===== src/rtl/imsic_msi_receiver.sv =====
// Purpose: IMSIC receive side; MSI writes set pending bits in per-hart M/S/VS interrupt files. Optional drop counter under IMSIC_DROP_CNT_EN.
// Latency: MSI accepted at edge E0 sets eip at E1; o_topei/o_irq show it at E2. Enable writes and claims show one edge later.
// Backpressure: 2-entry input FIFO drains one entry per cycle, so o_msi_ready only drops if the FIFO fills.
module imsic_msi_receiver #(
    parameter int NR_SRC      = 64,
    parameter int NR_HARTS    = 2,
    parameter int NR_VS_FILES = 1,
    parameter int NR_FILES    = 2 + NR_VS_FILES,
    parameter int ID_W        = $clog2(NR_SRC),
    parameter int FILE_IDX_W  = $clog2(NR_HARTS * NR_FILES)
) (
    input  logic                              i_clk,
    input  logic                              i_rst,
    input  logic                              i_msi_valid,
    output logic                              o_msi_ready,
    input  logic [FILE_IDX_W-1:0]             i_msi_page,
    input  logic [31:0]                       i_msi_data,
    input  logic                              i_eie_we,
    input  logic [FILE_IDX_W-1:0]             i_eie_page,
    input  logic [ID_W-1:0]                   i_eie_id,
    input  logic                              i_eie_val,
    input  logic                              i_claim,
    input  logic [FILE_IDX_W-1:0]             i_claim_page,
`ifdef IMSIC_DROP_CNT_EN
    output logic [15:0]                       o_drop_cnt,
`endif
    output logic [NR_HARTS*NR_FILES*ID_W-1:0] o_topei,
    output logic [NR_HARTS*NR_FILES-1:0]      o_irq
);

    localparam int NR_TOT = NR_HARTS * NR_FILES;

    // Input FIFO state
    logic [FILE_IDX_W-1:0] fifo_page [2];
    logic [31:0]           fifo_dat  [2];
    logic                  wr_ptr;
    logic                  rd_ptr;
    logic [1:0]            fifo_cnt;
    logic                  push;
    logic                  pop;

    // Decoded pop and claim
    logic [FILE_IDX_W-1:0] pop_page;
    logic [31:0]           pop_dat;
    logic                  pop_ok;
    logic                  pop_drop;
    logic [ID_W-1:0]       claim_id;
    logic                  claim_ok;

    // Interrupt file state
    logic [NR_SRC-1:0]     eip     [NR_TOT];
    logic [NR_SRC-1:0]     eie     [NR_TOT];
    logic [NR_SRC-1:0]     eip_nxt [NR_TOT];
    logic [ID_W-1:0]       topei_q   [NR_TOT];
    logic [ID_W-1:0]       topei_nxt [NR_TOT];
    logic [NR_TOT-1:0]     irq_q;

    assign o_msi_ready = (fifo_cnt != 2'd2);
    assign push        = i_msi_valid && o_msi_ready;
    assign pop         = (fifo_cnt != 2'd0);
    assign pop_page    = fifo_page[rd_ptr];
    assign pop_dat     = fifo_dat[rd_ptr];

    // Identity 0, identities beyond NR_SRC and nonexistent pages are dropped
    assign pop_ok   = pop && (pop_dat != 32'd0) && (pop_dat < 32'(NR_SRC))
                          && (32'(pop_page) < 32'(NR_TOT));
    assign pop_drop = pop && !pop_ok;

    // FIFO storage: data regs need no reset, occupancy tracking does
    always_ff @(posedge i_clk) begin
        if (push) begin
            fifo_page[wr_ptr] <= i_msi_page;
            fifo_dat[wr_ptr]  <= i_msi_data;
        end
    end

    // FIFO pointers and occupancy; reset discards anything in flight
    always_ff @(posedge i_clk) begin
        if (i_rst) begin
            wr_ptr   <= 1'b0;
            rd_ptr   <= 1'b0;
            fifo_cnt <= 2'd0;
        end else begin
            if (push) wr_ptr <= ~wr_ptr;
            if (pop)  rd_ptr <= ~rd_ptr;
            case ({push, pop})
                2'b10:   fifo_cnt <= fifo_cnt + 2'd1;
                2'b01:   fifo_cnt <= fifo_cnt - 2'd1;
                default: fifo_cnt <= fifo_cnt;
            endcase
        end
    end

    // Claim targets the identity currently shown; out-of-range pages yield 0
    always_comb begin
        claim_id = '0;
        for (int f = 0; f < NR_TOT; f++) begin
            if (i_claim_page == FILE_IDX_W'(f)) claim_id = topei_q[f];
        end
    end

    assign claim_ok = i_claim && (claim_id != '0);

    // Pending update: claim clear first so a same-bit MSI set overrides it
    always_comb begin
        for (int f = 0; f < NR_TOT; f++) eip_nxt[f] = eip[f];
        if (claim_ok) eip_nxt[i_claim_page][claim_id] = 1'b0;
        if (pop_ok)   eip_nxt[pop_page][pop_dat[ID_W-1:0]] = 1'b1;
    end

    // Pending and enable arrays
    always_ff @(posedge i_clk) begin
        if (i_rst) begin
            for (int f = 0; f < NR_TOT; f++) begin
                eip[f] <= '0;
                eie[f] <= '0;
            end
        end else begin
            for (int f = 0; f < NR_TOT; f++) eip[f] <= eip_nxt[f];
            if (i_eie_we && (i_eie_id != '0) && (32'(i_eie_page) < 32'(NR_TOT)))
                eie[i_eie_page][i_eie_id] <= i_eie_val;
        end
    end

    // Lowest enabled-pending identity per file; scanning downward lets the lowest win
    always_comb begin
        for (int f = 0; f < NR_TOT; f++) begin
            topei_nxt[f] = '0;
            for (int i = NR_SRC - 1; i >= 1; i--) begin
                if (eip[f][i] && eie[f][i]) topei_nxt[f] = ID_W'(i);
            end
        end
    end

    // Registered top identity and IRQ lines
    always_ff @(posedge i_clk) begin
        if (i_rst) begin
            for (int f = 0; f < NR_TOT; f++) topei_q[f] <= '0;
            irq_q <= '0;
        end else begin
            for (int f = 0; f < NR_TOT; f++) begin
                topei_q[f] <= topei_nxt[f];
                irq_q[f]   <= (topei_nxt[f] != '0);
            end
        end
    end

    for (genvar g = 0; g < NR_TOT; g++) begin : g_topei
        assign o_topei[g*ID_W +: ID_W] = topei_q[g];
    end
    assign o_irq = irq_q;

`ifdef IMSIC_DROP_CNT_EN
    logic [15:0] drop_cnt_q;

    // Saturating count of discarded MSIs
    always_ff @(posedge i_clk) begin
        if (i_rst)                                  drop_cnt_q <= 16'd0;
        else if (pop_drop && drop_cnt_q != 16'hFFFF) drop_cnt_q <= drop_cnt_q + 16'd1;
    end

    assign o_drop_cnt = drop_cnt_q;
`endif

endmodule


===== config.mk =====
export PLATFORM = sky130hd
export DESIGN_NAME = imsic_msi_receiver
export DESIGN_NICKNAME = d
export VERILOG_FILES = /design/src/rtl/imsic_msi_receiver.sv
export SDC_FILE = /design/constraint.sdc
export NUM_CORES = 2
export LEC_CHECK = 0
export BUFFER_PORTS_ARGS = -buffer_cell sky130_fd_sc_hd__buf_2
export CORE_AREA = 3 3 256 258
export CTS_BUF_LIST = sky130_fd_sc_hd__clkbuf_8
export CTS_CLUSTER_SIZE = 25
export DETAILED_ROUTE_END_ITERATION = 16
export DIE_AREA = 0 0 259 261
export HOLD_SLACK_MARGIN = 0.15
export PLACE_DENSITY_LB_ADDON = 0.15
export SYNTH_ARGS = -nofsm -noshare
export SYNTH_HDL_FRONTEND = slang
export SYNTH_SLANG_ARGS = --single-unit

===== constraint.sdc =====
create_clock -name i_clk -period 4.83 [get_ports i_clk]
set_input_delay 0.7245 -clock i_clk [delete_from_list [all_inputs] [get_ports i_clk]]
set_output_delay 0.7245 -clock i_clk [all_outputs]
set_load 0.01 [all_outputs]

Yosys cells after proc, flatten, opt, wreduce, memory -nomap -nowiden. Memory sizes are Yosys's and may differ from the RTL's. A register that Yosys moved wholly into a read port is not among the register bits. Cells that the tools add are included.

Bits in registers: 10. Bits in latches: 0. Memory bits (writable): 874. ROM bits: 0. Input bits: 53. Output and inout bits: 43. Logic and storage cells: 878. Memories: 5.

Memory list: eie (words 6, width 64, rd ports 6, clocked after memory_dff 0, wr ports 6, line 52) `logic [NR_SRC-1:0] eie [NR_TOT];`; eip (words 6, width 64, rd ports 6, clocked after memory_dff 0, wr ports 6, line 51) `logic [NR_SRC-1:0] eip [NR_TOT];`; fifo_dat (words 2, width 32, rd ports 1, clocked after memory_dff 1, wr ports 1, line 35) `logic [31:0] fifo_dat [2];`; topei_q (words 6, width 6, rd ports 6, clocked after memory_dff 0, wr ports 6, line 54) `logic [ID_W-1:0] topei_q [NR_TOT];`; fifo_page (words 2, width 3, rd ports 1, clocked after memory_dff 1, wr ports 1, line 34) `logic [FILE_IDX_W-1:0] fifo_page [2];`.

Add/subtract/negate cells: 2. Multiply operators: 0. Divide/modulo/power cells: 0. Magnitude comparators: 13. Equality and inequality tests: 8. Shift operators: 0. Mux-type cells: 424. Bitwise operators: 19. Reduce and logical (&&, ||, !) cells: 403.

Operator list (count): $mux 6 (390); $mux 384 (2); $mux 64 (11); $logic_and 1x1->1 (390); $and 384x384->384 (1); $demux 64 s3 (2); $not 384->384 (1); $or 384x384->384 (1); $reduce_or 64->1 (1); $reduce_bool 6->1 (8); $lt 32x7->1 const B (1); $reduce_bool 32->1 (1); $lt 6x7->1 const B (3); $demux 1 s6 (3); $ge 6x1->1 const B (3); $mux 1 (14); $or 1x1->1 (12); $ge 4x4->1 const B (2); $lt 4x1->1 const B (2); $not 3->4 (2); $eq 3x2->1 const B (2); $eq 3x3->1 const B (2); $lt 3x3->1 const B (2); $pmux 2 s2 (1); 10 further kinds (12).

Longest topological paths before layout.
Depth after elaboration: 65. Depth in mapped cells: 11. Mapped depth without buffers: 7.

Worst setup path after synthesis. Ideal clock, no wire load.

Path kind: input to register. Start point: input port i_eie_page[2]. End point: memory eie[0][38], data pin. Setup time: 143 ps. Data arrival time: 3976 ps. Data required time: 4687 ps. Slack: 711 ps. Stages: 9. Path buffers: 3. Path through: nand2_1 > and3b_1 > clkbuf_1 > o41ai_1 > clkbuf_1 > nor2_1 > nand2_1 > clkbuf_1 > nor2_1.

RTL lines: from (decl) (line 19) `input logic [FILE_IDX_W-1:0] i_eie_page,`; to (decl) (line 52).

==> flow_summary_export.csv <==
group,metric,value,unit
place,dpl.hpwl,115,mm
worst_setup_path,arrival,4550,ps
floorplan,dieArea,67600,um^2
synth,synth_top_family_by_area,"compound AO/OA/AOI/OAI gates",
timing,finalSetupViolCount,0,
global_route,grt_use_total,47.9,%
global_route,grt-ovfl-total,0,
clock_tree,cts.sink_count,873,
worst_setup_path,cp_data_required_time,5540,ps
clock_tree,ctsResizeCount,0,
synth,ys_seq_elements,873,
finish,area_growth,11.3,%
timing,worstMarginPinSlew,1450,ps
route,drc,0,
finish,final_common_cell,"nand2_1",
floorplan,ios,96,
worst_setup_path,cpMostUsedCell,"buf_4",
floorplan,die_w,259,um
synth,synth_xor_area_share,0.0849,%
place,numPlacedInstances,5317,
timing,slew_violations,0,
timing,relSlewSlack,3.57,%
clock_tree,cts_setup_buffers,0,
synth,muxShareOfSynthArea,0.519,%
timing,skew,33.1,ps
global_route,antenna_found_initial,13,
place,io_buffers,95,
timing,grt_setup_unrepaired,"no",
timing,fin_crit_sh,79.4,%
route,wl,165,mm
floorplan,coreArea,63200,um^2
synth,yosysWarnings,0,
synth,avgSynthCellArea,9.06,um^2
worst_setup_path,cp_cell_sequence,"buf_4 -> nor4b_1 -> nand4_1 -> a22oi_1 -> nand4b_1 -> nor2_4 -> buf_4 -> nand2_1 -> a21oi_1",
min_path,min_path_type,"in2reg",
synth,synthAdderAreaFrac,0.0303,%
power,peakVddDrop,0.339,mV
synth,synth_compound_area_share,25.1,%
finish,final_nets,4708,
place,place_congestion,1.11,
power,power_density,350,nW/um^2
synth,yosysUniqueCellTypes,75,
timing,fmax,261,MHz
global_route,grt_pass1_wl,237,mm
finish,fin_cells,5626,
floorplan,std_cell_rows,92,
route,drt_first_pass_iters,9,
power,p_leak,0.0167,uW
synth,async_reset_ff_share,0,%
clock_tree,ctsHoldBuffers,35,
worst_setup_path,cpMaxStageDelayCell,"dfxtp_1",
route,dr_total_vias,40000,
finish,drive_gt1_share,10.1,%
clock_tree,cts_tree,"done",
floorplan,dieHeight,261,um
timing,setup_tns,0,ps
route,viasPerCell,7.10,
timing,hold_viol_final,0,
floorplan,initial_core_util,65.3,%
synth,syn_nets,4610,
route,drt_iter0_drc,7268,
worst_setup_path,startpoint_type,"flop",
timing,min_period,3840,ps
synth,synth_edf_count,448,
clock_tree,clk_pin_slew,70,ps
worst_setup_path,slowest_delay,760,ps
synth,ys.flop_type,"edfxtp_1",
synth,yosysSeqAreaShare,53.2,%
place,pre_cts_ws,747,ps
clock_tree,root_buffer,"clkbuf_8",
synth,synth-simple-area-share,18.0,%
route,ant_nets,0,
worst_setup_path,path_class,"reg2reg",
timing,timing.final.ws_setup,995,ps
synth,synth_area,41300,um^2
clock_tree,cts_buffers,146,
worst_setup_path,cp-end-kind,"flop",
synth,synthCells,4556,
finish,final_cell_mix,"835 x nand2_1, 551 x nor2_1, 462 x a21oi_1",
flow_run,cap_violations,0,
global_route,grt_max_degree,176,
clock_tree,htree_levels,4,
clock_tree,clk_latency,830,ps
route,drt-wirelength-per-cell,29.3,um
global_route,grt_pass1_vias,36500,
worst_setup_path,crit_path_max_fanout,26,
clock_tree,clock_path_buffers,3,
outcome,status,"finished, final reports clean",
## stage by stage
| stage | cell area (um^2) | hold WS [ps] | power (uW) | util [%] |
|---|---|---|---|---|
| 3_3_place_gp | 42600 | 454 | 9350 | 67.4 |
| 6_report | 45900 | 304 | 16100 | 72.7 |
| 5_1_grt | 45900 | 287 | 16400 | 72.6 |
| 3_5_place_dp | 42600 | 461 | 9380 | 67.4 |
| 2_1_floorplan | 41300 | 447 | 8970 | - |
| 4_1_cts | 45900 | 258 | 15900 | 72.6 |
## power by group
group          internal, uW  leakage (uW)  total, uW  switching [uW]
Sequential             8100       0.00765       8280             178
Combinational           270       0.00730       1070             802
Clock                  3540       0.00171       6700            3170
Total                 11900        0.0167      16100            4150
## worst max-delay path: cells and delay by family (launching register included)
family / cells / cell delay [ps]
buffers and inverters: 2 / 780
DFF: 1 / 760
AOI/OAI and AO/OA: 2 / 520
and+or+nand+nor: 5 / 1640
## Yosys cell counts, types with 22 or more instances
cell type    n  share of area, %
nor2_1     559               5.1
a31oi_1     22              0.33
a21oi_1    462               5.6
nand3_1     86               1.0
clkbuf_1   222               2.0
o21ai_0    281               3.4
and2_1      32              0.49
o21bai_1   169               3.1
nand4_1     27              0.41
o21ai_1    129               1.6
a21o_1     149               2.7
a32o_1      33              0.80
nor3_1      74              0.90
o211ai_1    22              0.40
and3_1      28              0.42
edfxtp_1   448                33
nand2_1    841               7.7
a22o_1      61               1.3
dfxtp_1    425                21
a22oi_1    105               1.9
a32oi_1     22              0.47
a211oi_1    22              0.40
## final cells by class
type                       count  area, um^2
multi-input combinational   3396       18200
clock inverter                90         477
sequential                   873       22000
fill                        4763       17300
timing repair buffer         222        1690
antenna                        4        10.0
inverter                      15        56.3
tap                          846        1060
clock buffer                 180        2480
## sequential cells by signal (all words and copies together) (netlist names), named ones only
| signal | flops |
|---|---|
| wr_ptr | 1 |
| o_irq | 6 |
| eie | 378 |
| fifo_page | 6 |
| eip | 378 |
| fifo_cnt | 2 |
| rd_ptr | 1 |
| fifo_dat | 64 |
| topei_q | 36 |
## kinds of logic after synthesis
logic type,Yosys count
AOI/OAI and AO/OA,1621
xor gates and xnor gates,4
DFF,873
adders and majority gates,1
muxes,17
and+or+nand+nor,1753
buffers and inverters,287
## layer usage
metal | GRT usage, % | wire (um)
met3 | 18.1 | 28200
met5 | 0 | 161
met4 | 31.5 | 13300
met2 | 67.8 | 66800
met1 | 61.7 | 56400
## final timing paths
| path | start | to | slack [ps] | depth (start not counted) |
|---|---|---|---|---|
| worst min register to register | eip[0][116] | eip[0][116] | 470 | 2 |
| worst max-delay path | flop | eip[0][361] | 990 | 9 |
| worst min-delay path | i_rst | eip[0][70] | 300 | 2 |
| worst max register to register | flop | eip[0][361] | 990 | 9 |
(Power assumes the default switching activity.)
